File: config.mk
export PLATFORM = sky130hd
export DESIGN_NAME = dmem_arbiter
export DESIGN_NICKNAME = d
export VERILOG_FILES = /design/src/rtl/dmem_arbiter.sv
export SDC_FILE = /design/constraint.sdc
export NUM_CORES = 1
export LEC_CHECK = 0
export CORE_MARGIN = 8
export CORE_UTILIZATION = 46
export CTS_BUF_LIST = sky130_fd_sc_hd__clkbuf_4
export DETAILED_ROUTE_END_ITERATION = 6
export PLACE_DENSITY = 0.88
export RECOVER_POWER = 100
export SYNTH_ARGS = -nofsm -noshare
export SYNTH_HDL_FRONTEND = slang
export SYNTH_SLANG_ARGS = --single-unit
File: constraint.sdc
create_clock -name CLOCK_50 -period 4.6 [get_ports CLOCK_50]
set_input_delay 0.92 -clock CLOCK_50 [delete_from_list [all_inputs] [get_ports CLOCK_50]]
set_output_delay 0.92 -clock CLOCK_50 [all_outputs]
set_load 0.01 [all_outputs]
File: src/rtl/dmem_arbiter.sv
// Two-port arbiter in front of a single-port synchronous data RAM.
// CPU core (m0) and host loader (m1) share the RAM with bounded-streak fairness.
module dmem_arbiter #(
  parameter int unsigned ADDR_W    = 32,
  parameter int unsigned DATA_W    = 32,
  parameter int unsigned MAX_BURST = 4
) (
  input  logic              CLOCK_50,
  input  logic              rst,
  input  logic              m0_req,
  input  logic              m1_req,
  input  logic              m0_we,
  input  logic              m1_we,
  input  logic [ADDR_W-1:0] m0_addr,
  input  logic [ADDR_W-1:0] m1_addr,
  input  logic [DATA_W-1:0] m0_wdata,
  input  logic [DATA_W-1:0] m1_wdata,
  output logic              m0_gnt,
  output logic              m1_gnt,
  output logic              m0_rvalid,
  output logic              m1_rvalid,
  output logic [DATA_W-1:0] m0_rdata,
  output logic [DATA_W-1:0] m1_rdata,
  output logic              ram_wr_en,
  output logic [ADDR_W-1:0] ram_index,
  output logic [DATA_W-1:0] ram_entry,
  input  logic [DATA_W-1:0] ram_entry_out,
  output logic              busy
);

  localparam logic [3:0] BurstLimit = 4'(MAX_BURST);
  localparam logic [3:0] StreakMax  = 4'd15;

  typedef enum logic [1:0] {StIdle, StAccess, StResp} state_e;

  state_e              state_q, state_d;
  // owner_q is both the current winner and the last-granted requester (0 = m0)
  logic                owner_q, owner_d;
  logic [3:0]          streak_q, streak_d;
  logic                we_q, we_d;
  logic [ADDR_W-1:0]   addr_q, addr_d;
  logic [DATA_W-1:0]   wdata_q, wdata_d;
  logic [1:0]          rvalid_q;
  logic [DATA_W-1:0]   rdata0_q, rdata1_q;
  logic                pick;
  logic                resp_done;

  assign resp_done = (state_q == StResp);

  always_ff @(posedge CLOCK_50 or negedge rst) begin
    if (!rst) begin
      state_q  <= StIdle;
      owner_q  <= 1'b0;
      streak_q <= 4'd0;
      we_q     <= 1'b0;
      addr_q   <= '0;
      wdata_q  <= '0;
    end else begin
      state_q  <= state_d;
      owner_q  <= owner_d;
      streak_q <= streak_d;
      we_q     <= we_d;
      addr_q   <= addr_d;
      wdata_q  <= wdata_d;
    end
  end

  // Read data is captured in RESP and presented with rvalid on the following cycle
  always_ff @(posedge CLOCK_50 or negedge rst) begin
    if (!rst) begin
      rvalid_q <= 2'b00;
      rdata0_q <= '0;
      rdata1_q <= '0;
    end else begin
      rvalid_q <= {resp_done && owner_q, resp_done && !owner_q};
      if (resp_done && !owner_q) rdata0_q <= ram_entry_out;
      if (resp_done && owner_q)  rdata1_q <= ram_entry_out;
    end
  end

  always_comb begin
    state_d  = state_q;
    owner_d  = owner_q;
    streak_d = streak_q;
    we_d     = we_q;
    addr_d   = addr_q;
    wdata_d  = wdata_q;
    pick     = 1'b0;
    unique case (state_q)
      StIdle: begin
        if (m0_req || m1_req) begin
          if (m0_req && m1_req) pick = (streak_q < BurstLimit) ? owner_q : ~owner_q;
          else                  pick = m1_req;
          if (pick == owner_q) streak_d = (streak_q == StreakMax) ? StreakMax : streak_q + 4'd1;
          else                 streak_d = 4'd1;
          owner_d = pick;
          we_d    = pick ? m1_we    : m0_we;
          addr_d  = pick ? m1_addr  : m0_addr;
          wdata_d = pick ? m1_wdata : m0_wdata;
          state_d = StAccess;
        end
      end
      StAccess: state_d = we_q ? StIdle : StResp;
      StResp:   state_d = StIdle;
      default:  state_d = StIdle;
    endcase
  end

  always_comb begin
    m0_gnt    = (state_q == StAccess) && !owner_q;
    m1_gnt    = (state_q == StAccess) && owner_q;
    ram_wr_en = (state_q == StAccess) && we_q;
    ram_index = addr_q;
    ram_entry = wdata_q;
    busy      = (state_q != StIdle);
    m0_rvalid = rvalid_q[0];
    m1_rvalid = rvalid_q[1];
    m0_rdata  = rdata0_q;
    m1_rdata  = rdata1_q;
  end

endmodule

Word level (Yosys, flattened, before mapping)
Index checks and enable logic that the tools add are counted.
{"block": "op_classes", "n_addsub": 1, "magnitude_cmp": 1, "eq_ne": 5, "mux": 12, "bitwise_logic": 1, "n_reduce_logical": 11}
{"operator": "32-bit two-way mux", "n": 2}
{"operator": "4-bit two-way mux", "n": 2}
{"operator": "1-bit logical AND", "n": 6}
{"operator": "1-bit two-way mux", "n": 5}
{"operator": "4-bit by 1-bit adder with 4-bit output (second input constant)", "n": 1}
{"operator": "4-bit equality test (second input constant)", "n": 1}
{"operator": "4-bit by 3-bit less-than comparator with 1-bit output (second input constant)", "n": 1}
{"operator": "2-bit two-way mux", "n": 2}
{"operator": "2-bit case mux with 2 select lines", "n": 1}
{"operator": "2-bit by 1-bit equality test with 1-bit output (second input constant)", "n": 1}
{"operator": "2-bit equality test (second input constant)", "n": 1}
{"operator": "2-bit zero test", "n": 1}
{"operator": "2-bit inequality test (second input constant)", "n": 1}
{"operator": "2-bit AND reduction", "n": 1}
{"operator": "2-bit nonzero test", "n": 1}
{"operator": "1-bit equality test", "n": 1}
{"operator": "1-bit zero test", "n": 1}
{"operator": "1-bit logical OR", "n": 1}
{"operator": "1-bit inverter", "n": 1}
{"block": "word_totals", "regBits": 138, "elab_cells": 40}

Longest topological paths before layout
Gate-level depths: netlist of the first run.
{"block": "logic_depth", "depth_word": 7, "ltp_mapped": 7, "depth_no_buf": 4}

Least setup slack after synthesis of the first run
Ideal clock, no wire load.
{"block": "synth_timing", "path_kind": "input port to flip-flop", "start": "input port m1_req", "end": "register wdata_q[10], in the netlist ram_entry[10]", "setup_time_ns": 0.082, "arrival_time_ns": 1.868, "required_ns": 4.518, "slack_ns": 2.650, "stages": 7, "n_path_buf": 3, "cell_sequence": "or2_1 -> buf_2 -> nand2_1 -> inv_2 -> buf_2 -> buf_2 -> a31oi_1"}
{"block": "synth_via", "elab_chain_len": 5, "elab_cells_between_ends": 7}
{"item": "from (decl)", "line_no": "11", "text": "input logic m1_req,"}
{"item": "1-bit logical AND", "line_no": "92", "text": "if (m0_req && m1_req) pick = (streak_q < BurstLimit) ? owner_q : ~owner_q;"}
{"item": "1-bit two-way mux", "line_no": "92"}
{"item": "1-bit two-way mux", "line_no": "91", "text": "if (m0_req || m1_req) begin"}
{"item": "1-bit two-way mux", "line_no": "89", "text": "unique case (state_q)"}
{"item": "32-bit two-way mux", "line_no": "99", "text": "wdata_d = pick ? m1_wdata : m0_wdata;"}
{"item": "to (signal assigned)", "line_no": "64", "text": "wdata_q <= wdata_d;"}
{"item": "to (decl)", "line_no": "42", "text": "logic [DATA_W-1:0] wdata_q, wdata_d;"}
Parallel ways exist; a longest one is shown, timed or not. The select of a mux whose other input is x is not followed.
A chain may end at the register's enable or synchronous reset.

Final worst setup path of the first run
{"block": "layout_timing", "start": "register state_q[0]", "end": "output port busy"}
{"block": "layout_via", "elab_chain_len": 1}
{"item": "from (decl)", "line_no": "36", "text": "state_e state_q, state_d;"}
{"item": "from (signal assigned)", "line_no": "52", "text": "state_q <= StIdle;"}
{"item": "from (signal assigned)", "line_no": "59", "text": "state_q <= state_d;"}
{"item": "2-bit nonzero test", "line_no": "115", "text": "busy = (state_q != StIdle);"}
{"item": "to (decl)", "line_no": "28", "text": "output logic busy"}
Every way passes these cells.

==> results of run 1 <==
## routing by layer
| metal | vias to the layer above | share of wire, % | wire length, µm | global-route usage [%] |
|---|---|---|---|---|
| li1 | 2776 | - | - | - |
| met1 | 3056 | 37 | 8340 | 28.3 |
| met2 | 402 | 49 | 11000 | 39.5 |
| met3 | 60 | 11 | 2580 | 9.36 |
| met4 | 0 | 3.2 | 735 | 11.4 |
| met5 | - | 0 | 0 | 0 |
## sequential cells by signal, summed over array words and instances, names as in the netlist
| register | cells |
|---|---|
| m0_rdata | 32 |
| m1_rdata | 32 |
| state_q | 2 |
| we_q | 1 |
| owner_q | 1 |
| ram_entry | 32 |
| ram_index | 32 |
| streak_q | 4 |
| rvalid_q | 2 |
## stage by stage
stage / hold WS (ps) / util, % / area (µm²) / cells
2_1_floorplan: 426 / - / 6490 / 578
3_5_place_dp: 468 / 67.9 / 9390 / 994
3_3_place_gp: 450 / 67.9 / 9390 / 994
6_report: 494 / 70.5 / 9750 / 1027
4_1_cts: 478 / 70.6 / 9760 / 1026
5_1_grt: 516 / 70.5 / 9750 / 1027
## worst max-delay path: stages (launching register included)
cell	delay, ps
dfrtp_1	470
nor2_4	520
inv_1	190
dlygate4sd3_1	670
## how the worst max path moves through the flow
| stage | slack [ps] | end |
|---|---|---|
| after floorplan | 2650 | ram_entry[10] |
| after global placement | 1510 | ram_entry[0] |
| after detailed placement | 1380 | ram_entry[0] |
| after CTS | 1350 | busy |
| after global routing | 1120 | busy |
| final | 1280 | busy |
## placed cells by master (no fill, tap or decap), types with 5 or more instances in the layout
master and instances:
clkdlybuf4s50_1 163, dfrtp_1 138, dlygate4sd3_1 134, a31oi_1 68, o31ai_1 67, nand4_1 66, a21oi_1 65, mux2_2 64
clkbuf_4 18, buf_4 8, inv_6 6, nor2_1 5, bufinv_16 5
## power by group through the flow
stage               clock network, mW  logic [mW]  registers [mW]
finish                          0.996        3.07            2.21
CTS                              1.02        3.31            2.23
detailed placement                  0        3.30            2.25
global placement                    0        3.20            2.21
global route                     1.07        3.31            2.29
floorplan                           0        1.40            2.42
## cell families after synthesis
| logic type | Yosys count | share of synthesized area (%) |
|---|---|---|
| AOI/OAI and AO/OA | 208 | 20.2 |
| adders and majority gates | 1 | 0.193 |
| buffers and inverters | 79 | 6.55 |
| DFF | 138 | 53.2 |
| muxes | 64 | 11.1 |
| and+or+nand+nor | 88 | 8.71 |
## area by class of cell
class | count | area (µm²) | share of cell area [%]
diodes | 1 | 2.50 | 0.0257
clock buffers | 18 | 135 | 1.39
clock inverters | 14 | 233 | 2.39
inverters | 6 | 22.5 | 0.231
multi-input cells | 361 | 2630 | 26.9
flip-flops and latches | 138 | 3450 | 35.4
well taps | 180 | 225 | 2.31
repair buffers | 309 | 3050 | 31.3
==> impl_metrics.yaml, run 1 <==
grt:
  globalRouteTotalUtil_pct: 24.5
  grt_pass1_vias: 6535
  grt_pass1_wl_um: 35400
  grt_start_max_net_pins: 111
  overflow: 0
  antenna_found_initial: 1
floorplan:
  die_w_um: 135
  die_area_mm2: 0.0182
  rows: 43
  die_y_um: 135
  coreArea_mm2: 0.0138
  start_util_pct: 46.9
  num_io_pins: 300
route:
  drt_iter0_markers: 559
  first_pass_iters: 5
  vias: 6294
  routed_wl_um: 22600
  drt-wirelength-per-cell_um: 22.0
  drc: 0
  vias_per_cell: 6.13
  antenna_left: 0
synthesis:
  syn_inst: 578
  synth_edf_count: 0
  synth_fp_nets: 745
  syn_area_per_cell_um2: 11.2
  ys_seq_area_share_pct: 53.2
  ys.flop_type: "dfrtp_1"
  synth_top_cell_area_share_pct: 53.2
  synth.most_common_cell: "dfrtp_1"
  netlist_top_cells_count: "dfrtp_1 (138), a31oi_1 (68), o31ai_1 (67)"
  synth.largest_area_cell: "dfrtp_1"
  yosys-top-cells-area: "dfrtp_1 (53%), mux2_2 (11%), o31ai_1 (7.7%)"
  ys_warn_count: 0
  ys_ff_latch: 138
  async_reset_ff_share_pct: 100
  synthDistinctLibCells: 33
  synth_area_mm2: 0.00649
sta:
  slew_viol_final: 179
  fin_crit_ps: 3320
  worst_slack_ps: 1280
  fmax_ghz: 0.301
  max_slew_margin_pct: -77.4
  fin_crit_sh_pct: 72.2
  hold_viol_final: 0
  setup_viol: 0
  grt_setup_unrepaired: "no"
  worst_pin_slew_ps: 2660
  skew_ps: 14.3
  setup_tns_ps: 0
clocking:
  cts_hold_buf: 0
  postCtsResizedCells: 0
  cts-root-buf: "clkbuf_4"
  cts_max_level: 4
  clk_latency_ps: 550
  path_clk_slew_ps: 120
  cts.sinks: 138
  cts_buffers: 17
  clock_path_buffers: 2
  cts_tree: "done"
  postCtsSetupBuffers: 0
layout:
  n_fill_cell: 911
  finalNetCount: 1000
  syn_to_final_growth_pct: 50.2
  drive_gt1_share_pct: 13.5
setup_path:
  ff2ff_setup_slack_ps: 1590
  cp-end-kind: "output port"
  arrival_ps: 2400
  crit_start: "state_q[0]"
  r2r_cells: 5
  r2r-start: "state_q[0]"
  path_class: "flop to output port"
  r2r_end: "ram_entry[20]"
  critPathMaxFanout: 25
  critPathLaunchType: "flop"
  required_ps: 3680
power_and_ir_drop:
  ir_worst_vdd_v: 0.000339
  swShare_pct: 38.7
  p_sw_mw: 2.43
  p_int_mw: 3.85
  power_density_mw_per_mm2: 644
  total_power_mw: 6.28
  p_leak_nw: 3.86
  seq_power_share_pct: 35.2
  pwr-share-clk_pct: 15.9
  p_comb_share_pct: 48.9
min_path:
  whs_endpoint: "state_q[1]"
  worstHoldPathType: "flop to flop"
  whs_path_depth: 1
  worstHoldStart: "we_q"
run_status:
  violations: "capacitance limit, slew limit"
  status: "finished with violations"
place:
  place_ws_ps: 1380
  hpwl_um: 15700
  portBuffers: 299
  gp_congestion: 0.837
job:
  max_cap_viol_count: 3
No activity file was read; power rests on OpenSTA's default activity.
==> run 2: changes to the inputs <==
--- a/config.mk
+++ b/config.mk
@@ -6,10 +6,10 @@
 export NUM_CORES = 1
 export LEC_CHECK = 0
 export CORE_MARGIN = 8
-export CORE_UTILIZATION = 46
+export CORE_UTILIZATION = 39
 export CTS_BUF_LIST = sky130_fd_sc_hd__clkbuf_4
 export DETAILED_ROUTE_END_ITERATION = 6
-export PLACE_DENSITY = 0.88
+export PLACE_DENSITY = 0.79
 export RECOVER_POWER = 100
 export SYNTH_ARGS = -nofsm -noshare
 export SYNTH_HDL_FRONTEND = slang
==> constraint.sdc (replaced) <==
create_clock -name CLOCK_50 -period 2.7 [get_ports CLOCK_50]
set_input_delay 0.54 -clock CLOCK_50 [delete_from_list [all_inputs] [get_ports CLOCK_50]]
set_output_delay 0.54 -clock CLOCK_50 [all_outputs]
set_load 0.01 [all_outputs]
==> run 2 against run 1 <==
  * The flow still finishes with violations (capacitance limit, slew limit)
  * Sequential power is 67% higher
  * Clock power grew 59%
  * Wire length increased by 0.19%
  * Critical path depth rose by 2
  * Worst hold slack got worse by 53 ps
  * Via count decreased by 2.3%
  * Utilization decreased by 10 points
  * Total power increased by 69%
  * Die area rose by 16%
  * Non-clock buffer count grew 11
  * Flip-flop and latch count unchanged
  * Clock skew rose by 13 ps
  * Largest cell class unchanged
==> impl_metrics.yaml, run 2 (same netlist as run 1, synthesis figures left out) <==
setup_path:
  required_ps: 3160
  r2r_cells: 4
  crit_slowest_cell: "clkbuf_1"
  ff2ff_setup_slack_ps: 190
  cpPeakStageDelay_ps: 1030
  crit_chain: "dlygate4sd3_1 > nor4b_2 > clkbuf_1 > o31ai_1 > a31oi_1"
  arrival_ps: 3010
  path_class: "primary input to flop"
  r2r-start: "owner_q"
  r2r_end: "ram_index[7]"
  critPathMaxFanout: 25
  critPathLaunchType: "primary input"
  cp-end-kind: "flop"
grt:
  overflow: 0
  globalRouteTotalUtil_pct: 21.2
  grt_start_max_net_pins: 70
  grt_pass1_wl_um: 35800
  antenna_found_initial: 1
  grt_pass1_vias: 6249
sta:
  fmax_ghz: 0.391
  max_slew_margin_pct: -4.16
  slew_viol_final: 60
  setup_viol: 0
  fin_crit_ps: 2560
  worst_pin_slew_ps: 1560
  skew_ps: 27.8
  fin_crit_sh_pct: 94.8
  grt_setup_unrepaired: "no"
  worst_slack_ps: 140
  setup_tns_ps: 0
  hold_viol_final: 0
layout:
  seq_area_mm2: 0.00345
  mostFrequentLayoutCells: "clkdlybuf4s50_1 (163), dfrtp_1 (138), dlygate4sd3_1 (135)"
  n_fill_cell: 1356
  final_common_cell: "clkdlybuf4s50_1"
  finalNetCount: 1011
  multi_input_area_mm2: 0.00261
  drive_gt1_share_pct: 14.5
  syn_to_final_growth_pct: 52.5
run_status:
  violations: "capacitance limit, slew limit"
  status: "finished with violations"
route:
  drt-wirelength-per-cell_um: 21.0
  drc: 0
  antenna_left: 0
  routed_wl_um: 22700
  first_pass_iters: 7
  drt_iter0_markers: 362
  vias_per_cell: 5.70
  vias: 6148
power_and_ir_drop:
  total_power_mw: 10.6
  ir_worst_vdd_v: 0.000479
  power_density_mw_per_mm2: 1070
  p_leak_nw: 3.91
place:
  gp_congestion: 0.794
  portBuffers: 299
  hpwl_um: 16000
  place_ws_ps: 394
clocking:
  cts_tree: "done"
  cts_max_level: 4
  cts-root-buf: "clkbuf_4"
  cts_buffers: 17
  clk_latency_ps: 540
  cts.sinks: 138
  clock_path_buffers: 2
  path_clk_slew_ps: 130
  postCtsSetupBuffers: 0
min_path:
  whs_endpoint: "ram_index[4]"
  worstHoldPathType: "primary input to flop"
  whs_path_depth: 3
  worstHoldStart: "m1_req"
floorplan:
  rows: 47
  die_y_um: 145
  coreArea_mm2: 0.0164
  die_area_mm2: 0.0210
  start_util_pct: 39.6
  die_w_um: 145
  num_io_pins: 300
job:
  max_cap_viol_count: 1
## run 2: layout make-up
class	count	share of cell area, %
clock buffer	17	1.29
tap	220	2.78
antenna	2	0.0505
sequential	138	34.9
multi-input combinational	361	26.4
timing repair buffer	320	32.2
clock inverter	15	2.16
inverter	6	0.227
## run 2: per-layer routing
layer | global-route usage (%) | vias up | wire length, µm
met3 | 8.15 | 27 | 2080
li1 | - | 2801 | -
met1 | 25.6 | 3000 | 9340
met2 | 33.8 | 320 | 10800
met5 | 0 | - | 0
met4 | 7.57 | 0 | 440
## run 2: critical path: cells and delay by family
kind / cells / cell delay, ps
AO/OA/AOI/OAI: 2 / 370
buffers and inverters: 2 / 1710
AND/OR/NAND/NOR: 1 / 390
## run 2: report_power, final
| part | leakage [nW] | switching, mW | internal (mW) | total, mW |
|---|---|---|---|---|
| clock network | 0.179 | 0.828 | 0.755 | 1.58 |
| logic | 2.13 | 2.70 | 2.68 | 5.37 |
| registers | 1.60 | 0.577 | 3.11 | 3.68 |
## run 2: worst max-delay path by stage
stage | depth (start not counted) | slack, ps | start | end
3_3_place_gp | 5 | 430 | m0_req | ram_index[0]
5_1_grt | 3 | 40 | rst | ram_index[14]
2_1_floorplan | 7 | 1130 | m1_req | ram_entry[10]
6_report | 5 | 140 | m0_req | ram_index[7]
3_5_place_dp | 5 | 390 | m0_req | ram_index[12]
4_1_cts | 3 | 150 | owner_q | m1_gnt
## run 2: per-stage QoR
stage               area [µm²]  std cells  utilization (%)  hold WS, ps
floorplan                 6490        578                -          244
global placement          9580       1044             58.4          463
detailed placement        9580       1044             58.4          475
CTS                       9930       1077             60.5          374
global route              9900       1079             60.3          375
finish                    9900       1079             60.3          441
## run 2: repair_timing
item,in CTS,in global routing
hold buffers,1,0
gates resized for setup,0,0
endpoints found under the hold margin,58,0
==> run 3: changes to the inputs <==
--- a/config.mk
+++ b/config.mk
@@ -11,6 +11,8 @@
 export DETAILED_ROUTE_END_ITERATION = 6
 export PLACE_DENSITY = 0.79
 export RECOVER_POWER = 100
+export REMOVE_ABC_BUFFERS = 1
+export SETUP_SLACK_MARGIN = 0.1
 export SYNTH_ARGS = -nofsm -noshare
 export SYNTH_HDL_FRONTEND = slang
 export SYNTH_SLANG_ARGS = --single-unit
==> run 3 against run 2 <==
  * The run now ends clean
  * Wire length is 2.3% higher
  * Non-clock buffer count stayed put
  * Highest routed layer unchanged
  * Count of clock-buffer cells in the layout stayed put
  * Critical path depth is 1 higher
  * Worst hold slack worse by 56 ps
  * Die area stayed put
  * Flip-flop and latch count stayed put
  * Largest power group unchanged
  * Total power is 1.6% lower
  * Maximum frequency is 3.5% higher
  * Sequential power hardly changed
  * Final cell count hardly changed
==> impl_metrics.yaml, run 3 (same netlist as run 1, synthesis figures left out) <==
run_status:
  status: "complete, no violations"
grt:
  grt_pass1_wl_um: 37300
  overflow: 0
  grt_pass1_vias: 6405
  antenna_found_initial: 1
  grt_start_max_net_pins: 65
  globalRouteTotalUtil_pct: 22.1
setup_path:
  critPathLaunchType: "flop"
  path_class: "flop to flop"
  r2r-start: "state_q[1]"
  r2r_cells: 6
  cp-end-kind: "flop"
  r2r_end: "ram_entry[25]"
  crit_start: "state_q[1]"
  required_ps: 3090
  arrival_ps: 2870
  ff2ff_setup_slack_ps: 230
  crit_end: "ram_entry[25]"
  critPathMaxFanout: 38
clocking:
  clk_latency_ps: 520
  cts_max_level: 4
  clock_path_buffers: 2
  cts.sinks: 138
  cts-root-buf: "clkbuf_4"
  cts_tree: "done"
  path_clk_slew_ps: 120
  cts_buffers: 17
route:
  vias_per_cell: 5.66
  routed_wl_um: 23200
  first_pass_iters: 4
  vias: 6102
  drt_iter0_markers: 275
  drc: 0
  drt-wirelength-per-cell_um: 21.5
  antenna_left: 0
layout:
  multi_input_area_mm2: 0.00261
  mostFrequentLayoutCells: "clkdlybuf4s50_1 (164), dfrtp_1 (138), dlygate4sd3_1 (134)"
  syn_to_final_growth_pct: 52.0
  drive_gt1_share_pct: 14.2
  seq_area_mm2: 0.00345
  finalNetCount: 1011
  fin_cells: 1078
  final_common_cell: "clkdlybuf4s50_1"
  n_fill_cell: 1344
sta:
  fin_crit_sh_pct: 91.6
  max_slew_margin_pct: 18.3
  worst_pin_slew_ps: 1230
  skew_ps: 17.5
  hold_ws_ps: 385
  slew_viol_final: 0
  grt_setup_unrepaired: "no"
  setup_viol: 0
  fmax_ghz: 0.404
  hold_viol_final: 0
  worst_slack_ps: 226
  fin_crit_ps: 2470
job:
  max_cap_viol_count: 0
power_and_ir_drop:
  power_density_mw_per_mm2: 1060
  ir_worst_vdd_v: 0.000493
  p_leak_nw: 3.90
min_path:
  worstHoldPathType: "primary input to flop"
floorplan:
  coreArea_mm2: 0.0164
  num_io_pins: 300
  start_util_pct: 39.6
  die_y_um: 145
  rows: 47
  die_area_mm2: 0.0210
  die_w_um: 145
place:
  gp_congestion: 0.791
  hpwl_um: 16600
  place_ws_ps: 407
  portBuffers: 299
  dp.cells: 1044
run 3: repair_timing:
item | 4_1_cts | 5_1_grt
hold endpoints to repair | 45 | 0
gates resized for setup | 0 | 1
buffers inserted | 0 | 0
hold buffers | 1 | 0
setup endpoints to repair | 0 | 1
run 3: routing by layer:
| metal | global-route usage, % | up-vias | routed length [µm] |
|---|---|---|---|
| met5 | 0 | - | 0 |
| met4 | 7.52 | 0 | 496 |
| met3 | 8.33 | 30 | 2440 |
| met2 | 35.2 | 370 | 11000 |
| met1 | 27.0 | 2887 | 9270 |
| li1 | - | 2815 | - |
run 3: worst max-delay path, stage by stage (launching register included):
cell and delay, ps:
dfrtp_1 420, nor2_1 200, clkbuf_2 710, nand2_1 210
inv_1 430, buf_12 250, a31oi_1 110
run 3: area by class of cell:
| class | instances | area share (%) |
|---|---|---|
| Clock buffer | 17 | 1.29 |
| Sequential cell | 138 | 35.0 |
| Tap cell | 220 | 2.79 |
| Clock inverter | 15 | 1.67 |
| Multi-Input combinational cell | 361 | 26.4 |
| Inverter | 6 | 0.228 |
| Timing Repair Buffer | 320 | 32.5 |
| Antenna cell | 1 | 0.0254 |
run 3: how the worst min path moves through the flow:
| stage | start | endpoint | slack, ps | cells after the start |
|---|---|---|---|---|
| 6_report | m1_req | ram_index[21] | 380 | 3 |
| 5_1_grt | m1_req | ram_index[21] | 330 | 3 |
| 3_3_place_gp | we_q | state_q[1] | 440 | 1 |
| 3_5_place_dp | we_q | state_q[1] | 460 | 1 |
| 2_1_floorplan | rst | m0_rdata[0] | 240 | 0 |
| 4_1_cts | m1_req | ram_index[21] | 330 | 3 |
run 3: through the flow:
| step | TNS, ps | area [µm²] | power (mW) | util (%) |
|---|---|---|---|---|
| 5_1_grt | 0 | 9860 | 11.2 | 60.1 |
| 2_1_floorplan | -82380 | 6090 | 6.21 | - |
| 3_5_place_dp | 0 | 9620 | 9.63 | 58.6 |
| 6_report | 0 | 9860 | 10.5 | 60.1 |
| 3_3_place_gp | 0 | 9620 | 9.46 | 58.6 |
| 4_1_cts | 0 | 9920 | 11.1 | 60.5 |
run 3: power by group:
| group | internal [mW] | switching, mW | leakage, nW |
|---|---|---|---|
| registers | 3.11 | 0.561 | 1.60 |
| logic | 2.69 | 2.71 | 2.14 |
| clock network | 0.571 | 0.821 | 0.159 |
| total | 6.37 | 4.09 | 3.90 |
==> RTL change 1, RTL diff (settings of run 1) <==
Change the parameter `DATA_W` from 32 to 64.
--- a/src/rtl/dmem_arbiter.sv
+++ b/src/rtl/dmem_arbiter.sv
@@ -2,7 +2,7 @@
 // CPU core (m0) and host loader (m1) share the RAM with bounded-streak fairness.
 module dmem_arbiter #(
   parameter int unsigned ADDR_W    = 32,
-  parameter int unsigned DATA_W    = 32,
+  parameter int unsigned DATA_W    = 64,
   parameter int unsigned MAX_BURST = 4
 ) (
   input  logic              CLOCK_50,
Interface: changed (6 resized); port bits go from 300 to 492. No check against the original RTL was run, so the function may have changed too.
==> RTL change 1 against run 1 <==
Register-to-register slack got worse by 460 ps. Largest power group unchanged. Setup slack got worse by 510 ps. Via count increased by 61%. The run still ends with capacitance limit, slew limit left. Maximum frequency decreased by 13%. Synthesized area increased by 62%. Total power increased by 69%. First-iteration DRC count increased by 90%. Cell area increased by 66%. Worst hold slack improved by 3.7 ps. Sequential cell count increased by 96. Wire length increased by 82%.
==> RTL change 1: results (changes against run 1) <==
initial drt markers -> 1060 (+90%)
cells after synthesis -> 906 (+57%)
port bufs -> 491 (+64%)
Placed Area -> 15460 µm² (+65%)
synth top area cells -> dfrtp_1, mux2_2, o31ai_1
fill cell count -> 1516 (+66%)
post-CTS setup buffers -> 0 (unchanged)
antenna cell count -> 5 (+4)
multi-input gates -> 553 (+53%)
post-DP HPWL -> 29590 µm (+88%)
metal3 WL -> 4253 µm (+65%)
Avg Vias per Cell -> 6.001 (-2.1%)
# clk buffers -> 89 (+71)
Clock Skew -> 42.93 ps (+28.64 ps)
largest net degree at the start of global routing -> 114 (+2.7%)
failing checks -> capacitance limit, slew limit
Slew @ Worst Pin -> 2876 ps (+213.9 ps)
Data buffer area share -> 31.27% (about the same)
gp weighted congestion -> 0.8571 (+2.4%)
Seq/Total Area, Yosys -> 55.77% (+2.6 points)
met2 wire len -> 20510 µm (+87%)
Routed WL -> 41260 µm (+82%)
vias in the first global route -> 10.55k (+61%)
DP Cell Count -> 1585 (+59%)
post-route design area -> 16140 µm² (+66%)
number of antenna violations at the first check in global routing -> 5 (+4)
WL met1 -> 14170 µm (+70%)
Final Net Count -> 1625 (+63%)
family with the most delay on the worst path -> compound AO/OA/AOI/OAI gates
P_sw -> 0.004075 W (+68%)
cts repair resizes -> 0 (unchanged)
Max Slew Vio Count -> 451 (+150%)
drt pass-1 iters -> 5 (unchanged)
peak supply drop -> 0.3127 mV (-7.8%)
Max Buffers Root-to-Sink -> 3 (+1)
sequential cells -> 234 (+70%)
Lkg Pwr -> 6.513 nW (+69%)
clock network area share -> 4.380% (+0.61 points)
Comb power frac -> 49.4% (+0.5 points)
outcome -> finished, violations left
YS warnings -> 0 (unchanged)
Buffers, non-clock -> 507 (+64%)
Setup WS pre-CTS -> 1450 ps (+66.52 ps)
Worst-path clk slew -> 60 ps (-60 ps)
Max stage delay on crit path -> 1820 ps (+1150 ps)
layout cells sized above 1 -> 17.18% (+3.7 points)
total CTS buffers -> 60 (+43)
final std cells w/o fill -> 1687 (+64%)
clk_lat worst skew -> 690 ps (+140 ps)
tap cells -> 285 (+58%)
synth cell count leaders -> dfrtp_1, mux2_2, a31oi_1
MaxCap Viol Count -> 6 (+3)
Slowest-stage cell, CP -> o211a_1
Tot GR Track Use -> 28.49% (+4.0 points)
syn nets -> 1169 (+57%)
htree depth -> 2 (-2)
CP max FO -> 70 (+180%)
register area -> 5856 µm² (+70%)
multi-input combinational area share -> 25.65% (-1.3 points)
first-pass GRT wire length -> 63110 µm (+78%)
## RTL change 1: changes by cell type after synthesis, sizes merged
cell | before | now
clkbuf | 34 | 78
a21oi | 65 | 97
mux2 | 64 | 128
nand4 | 66 | 98
dfrtp | 138 | 234
o31ai | 67 | 99
buf | 39 | 35
a31oi | 68 | 100
## RTL change 1: power groups by stage
stage               Sequential (W)  Combinational [W]  Clock, W
floorplan                  0.00412            0.00210         0
global placement           0.00368            0.00550         0
detailed placement         0.00377            0.00565         0
CTS                        0.00374            0.00566   0.00172
global route               0.00382            0.00561   0.00183
finish                     0.00370            0.00525   0.00169
## RTL change 1: logic make-up after synthesis
| group | share of synthesized area, % |
|---|---|
| fa+ha+maj | 0.1191 |
| mux | 13.73 |
| simple gates | 7.209 |
| flops | 55.77 |
| buf+inv | 4.945 |
| compound gates | 18.23 |
## RTL change 1: final timing paths
path / end / from / cells after the start / slack [ps]
max: ram_index[0]$_DFFE_PN0P_ / m0_req / 5 / 770
min: m1_rdata[46]$_DFFE_PN0P_ / m1_rdata[46]$_DFFE_PN0P_ / 1 / 500
max reg2reg: ram_index[0]$_DFFE_PN0P_ / owner_q$_DFFE_PN0P_ / 4 / 1130
min reg2reg: m1_rdata[46]$_DFFE_PN0P_ / m1_rdata[46]$_DFFE_PN0P_ / 1 / 500
max in group asynchronous: m0_rdata[59]$_DFFE_PN0P_ / rst / 2 / 1190
min in group asynchronous: m1_rdata[39]$_DFFE_PN0P_ / rst / 1 / 1150
## RTL change 1: per-layer routing
| layer | vias to the layer above | GRT usage [%] |
|---|---|---|
| li1 | 4466 | - |
| met2 | 686 | 48.06 |
| met4 | 0 | 15.71 |
| met5 | - | 0 |
| met3 | 138 | 8.723 |
| met1 | 4833 | 31.81 |
==> RTL change 2, RTL diff (settings of run 1) <==
Made on the original files. The 3 states of `state_e` get a one-hot encoding in 3 bits.
--- a/src/rtl/dmem_arbiter.sv
+++ b/src/rtl/dmem_arbiter.sv
@@ -31,7 +31,7 @@
   localparam logic [3:0] BurstLimit = 4'(MAX_BURST);
   localparam logic [3:0] StreakMax  = 4'd15;
 
-  typedef enum logic [1:0] {StIdle, StAccess, StResp} state_e;
+  typedef enum logic [2:0] {StIdle = 3'b001, StAccess = 3'b010, StResp = 3'b100} state_e;
 
   state_e              state_q, state_d;
   // owner_q is both the current winner and the last-granted requester (0 = m0)
Function: no difference found for any inputs over 4 cycles, from zero or initial values and one cycle with rst low; so few cycles prove little.
==> RTL change 2 against run 1 <==
The flow still finishes with violations (capacitance limit, slew limit). Sequential cell count up 1. Clock skew up 3.2 ps. Combinational power down 7.8%. Wire length down 2.1%. Synthesized area up 0.62%. Total power down 8.2%. Cell area down 0.69%. Die area up 0.54%. Setup slack worse by 270 ps. Synthesized cell count up 0.52%. Largest cell class unchanged.
==> RTL change 2: results (changes against run 1) <==
outcome -> finished, violations left
failing checks -> capacitance limit, slew limit
wire per inst -> 21.59 µm (-2.1%)
MaxCap Viol Count -> 5 (+2)
gp weighted congestion -> 0.8513 (+1.7%)
cts repair resizes -> 0 (unchanged)
layout cells sized above 1 -> 12.65% (-0.83 points)
first-pass GRT wire length -> 34710 µm (-2.0%)
Clock Skew -> 17.53 ps (+3.240 ps)
Crit path arrival time -> 3920 ps (+1520 ps)
syn nets -> 748 (+0.40%)
Slew @ Worst Pin -> 2594 ps (-67.55 ps)
initial drt markers -> 591 (+5.7%)
Avg Vias per Cell -> 6.038 (-1.5%)
CTS Root Cell -> clkbuf_4
largest net degree at the start of global routing -> 106 (-4.5%)
Worst Hold Path Cells -> 1 (unchanged)
htree depth -> 4 (unchanged)
post-DP HPWL -> 15550 µm (-0.98%)
Yosys cell types -> 39 (+18%)
post-CTS setup buffers -> 0 (unchanged)
final std cells w/o fill -> 1027 (unchanged)
vias in the first global route -> 6466 (-1.1%)
Max Buffers Root-to-Sink -> 2 (unchanged)
CP max FO -> 70 (+180%)
Lkg Pwr -> 4.091 nW (+6.0%)
Max Slew Vio Count -> 308 (+72%)
cells after synthesis -> 581 (+0.52%)
port bufs -> 299 (unchanged)
Tot GR Track Use -> 23.72% (-0.81 points)
FF-to-FF path depth -> 5 (unchanged)
total CTS buffers -> 17 (unchanged)
number of antenna violations at the first check in global routing -> 1 (unchanged)
clk_lat worst skew -> 530 ps (-20 ps)
peak supply drop -> 0.3891 mV (+15%)
Seq/Total Area, Yosys -> 53.28% (+0.076 points)
synth top area cells -> dfrtp_1, mux2_2, o31ai_1
drt pass-1 iters -> 5 (unchanged)
crit path launch -> state_q[0]$_DFFE_PN1P_
synth cell count leaders -> dfrtp_1, a31oi_1, o31ai_1
Worst-path clk slew -> 120 ps (about the same)
[RTL change 2: cells by family (layout without fill, tap and decap cells)]
kind of cell	after synthesis	after routing	share of synthesized area, %
other	0	1	0
AO/OA/AOI/OAI	208	208	20.06
AND/OR/NAND/NOR	91	91	9.368
multiplexers	64	64	11.03
buffers and inverters	78	343	6.073
flip-flops	139	139	53.28
adder cells (fa/ha/maj)	1	1	0.1915
[RTL change 2: worst paths after layout]
path | to | slack (ps)
setup / recovery | ram_index[6]$_DFFE_PN0P_ | 1010
hold / removal | state_q[2]$_DFFE_PN0P_ | 490
setup reg to reg | ram_index[6]$_DFFE_PN0P_ | 1010
hold reg to reg | state_q[2]$_DFFE_PN0P_ | 490
max in group asynchronous | m1_rdata[4]$_DFFE_PN0P_ | 1440
min in group asynchronous | m0_rdata[30]$_DFFE_PN0P_ | 1180
[RTL change 2: per-layer routing]
| layer | share of wire (%) | track usage [%] | wire length [µm] | vias to the layer above |
|---|---|---|---|---|
| met5 | 0 | 0 | 0 | - |
| met4 | 2.5 | 9.007 | 557 | 0 |
| met3 | 12 | 9.755 | 2674 | 40 |
| met2 | 47 | 37.96 | 10500 | 385 |
| met1 | 38 | 27.99 | 8444 | 2993 |
| li1 | - | - | - | 2783 |
[RTL change 2: worst max-delay path, stage by stage, from the launching register on]
cell and delay, ps:
dfstp_1 600, nor3b_4 260, clkbuf_2 1090, nand2_1 250, inv_2 950, a31oi_1 230
[RTL change 2: cell type report]
type | count | area [µm²]
clock inverters | 14 | 146.4
inverters | 3 | 11.26
clock buffers | 17 | 127.6
multi-input cells | 364 | 2643
flip-flops and latches | 139 | 3480
fillers | 936 | 4200
diodes | 1 | 2.502
well taps | 180 | 225.2
repair buffers | 309 | 3045
[RTL change 2: stage by stage]
stage	hold WS (ps)	total power [W]	setup WS, ps	cell area (µm²)
2_1_floorplan	426.8	0.003639	2480	6531
3_3_place_gp	467.5	0.005155	1472	9459
3_5_place_dp	474.8	0.005283	1324	9459
4_1_cts	498.5	0.006063	1372	9733
5_1_grt	525.5	0.006142	696.3	9681
6_report	486.8	0.005767	1012	9681
[RTL change 2: power by group]
part           internal, W  switching (W)
Combinational      0.00139        0.00144
Sequential         0.00180       0.000361
Clock             0.000320       0.000458
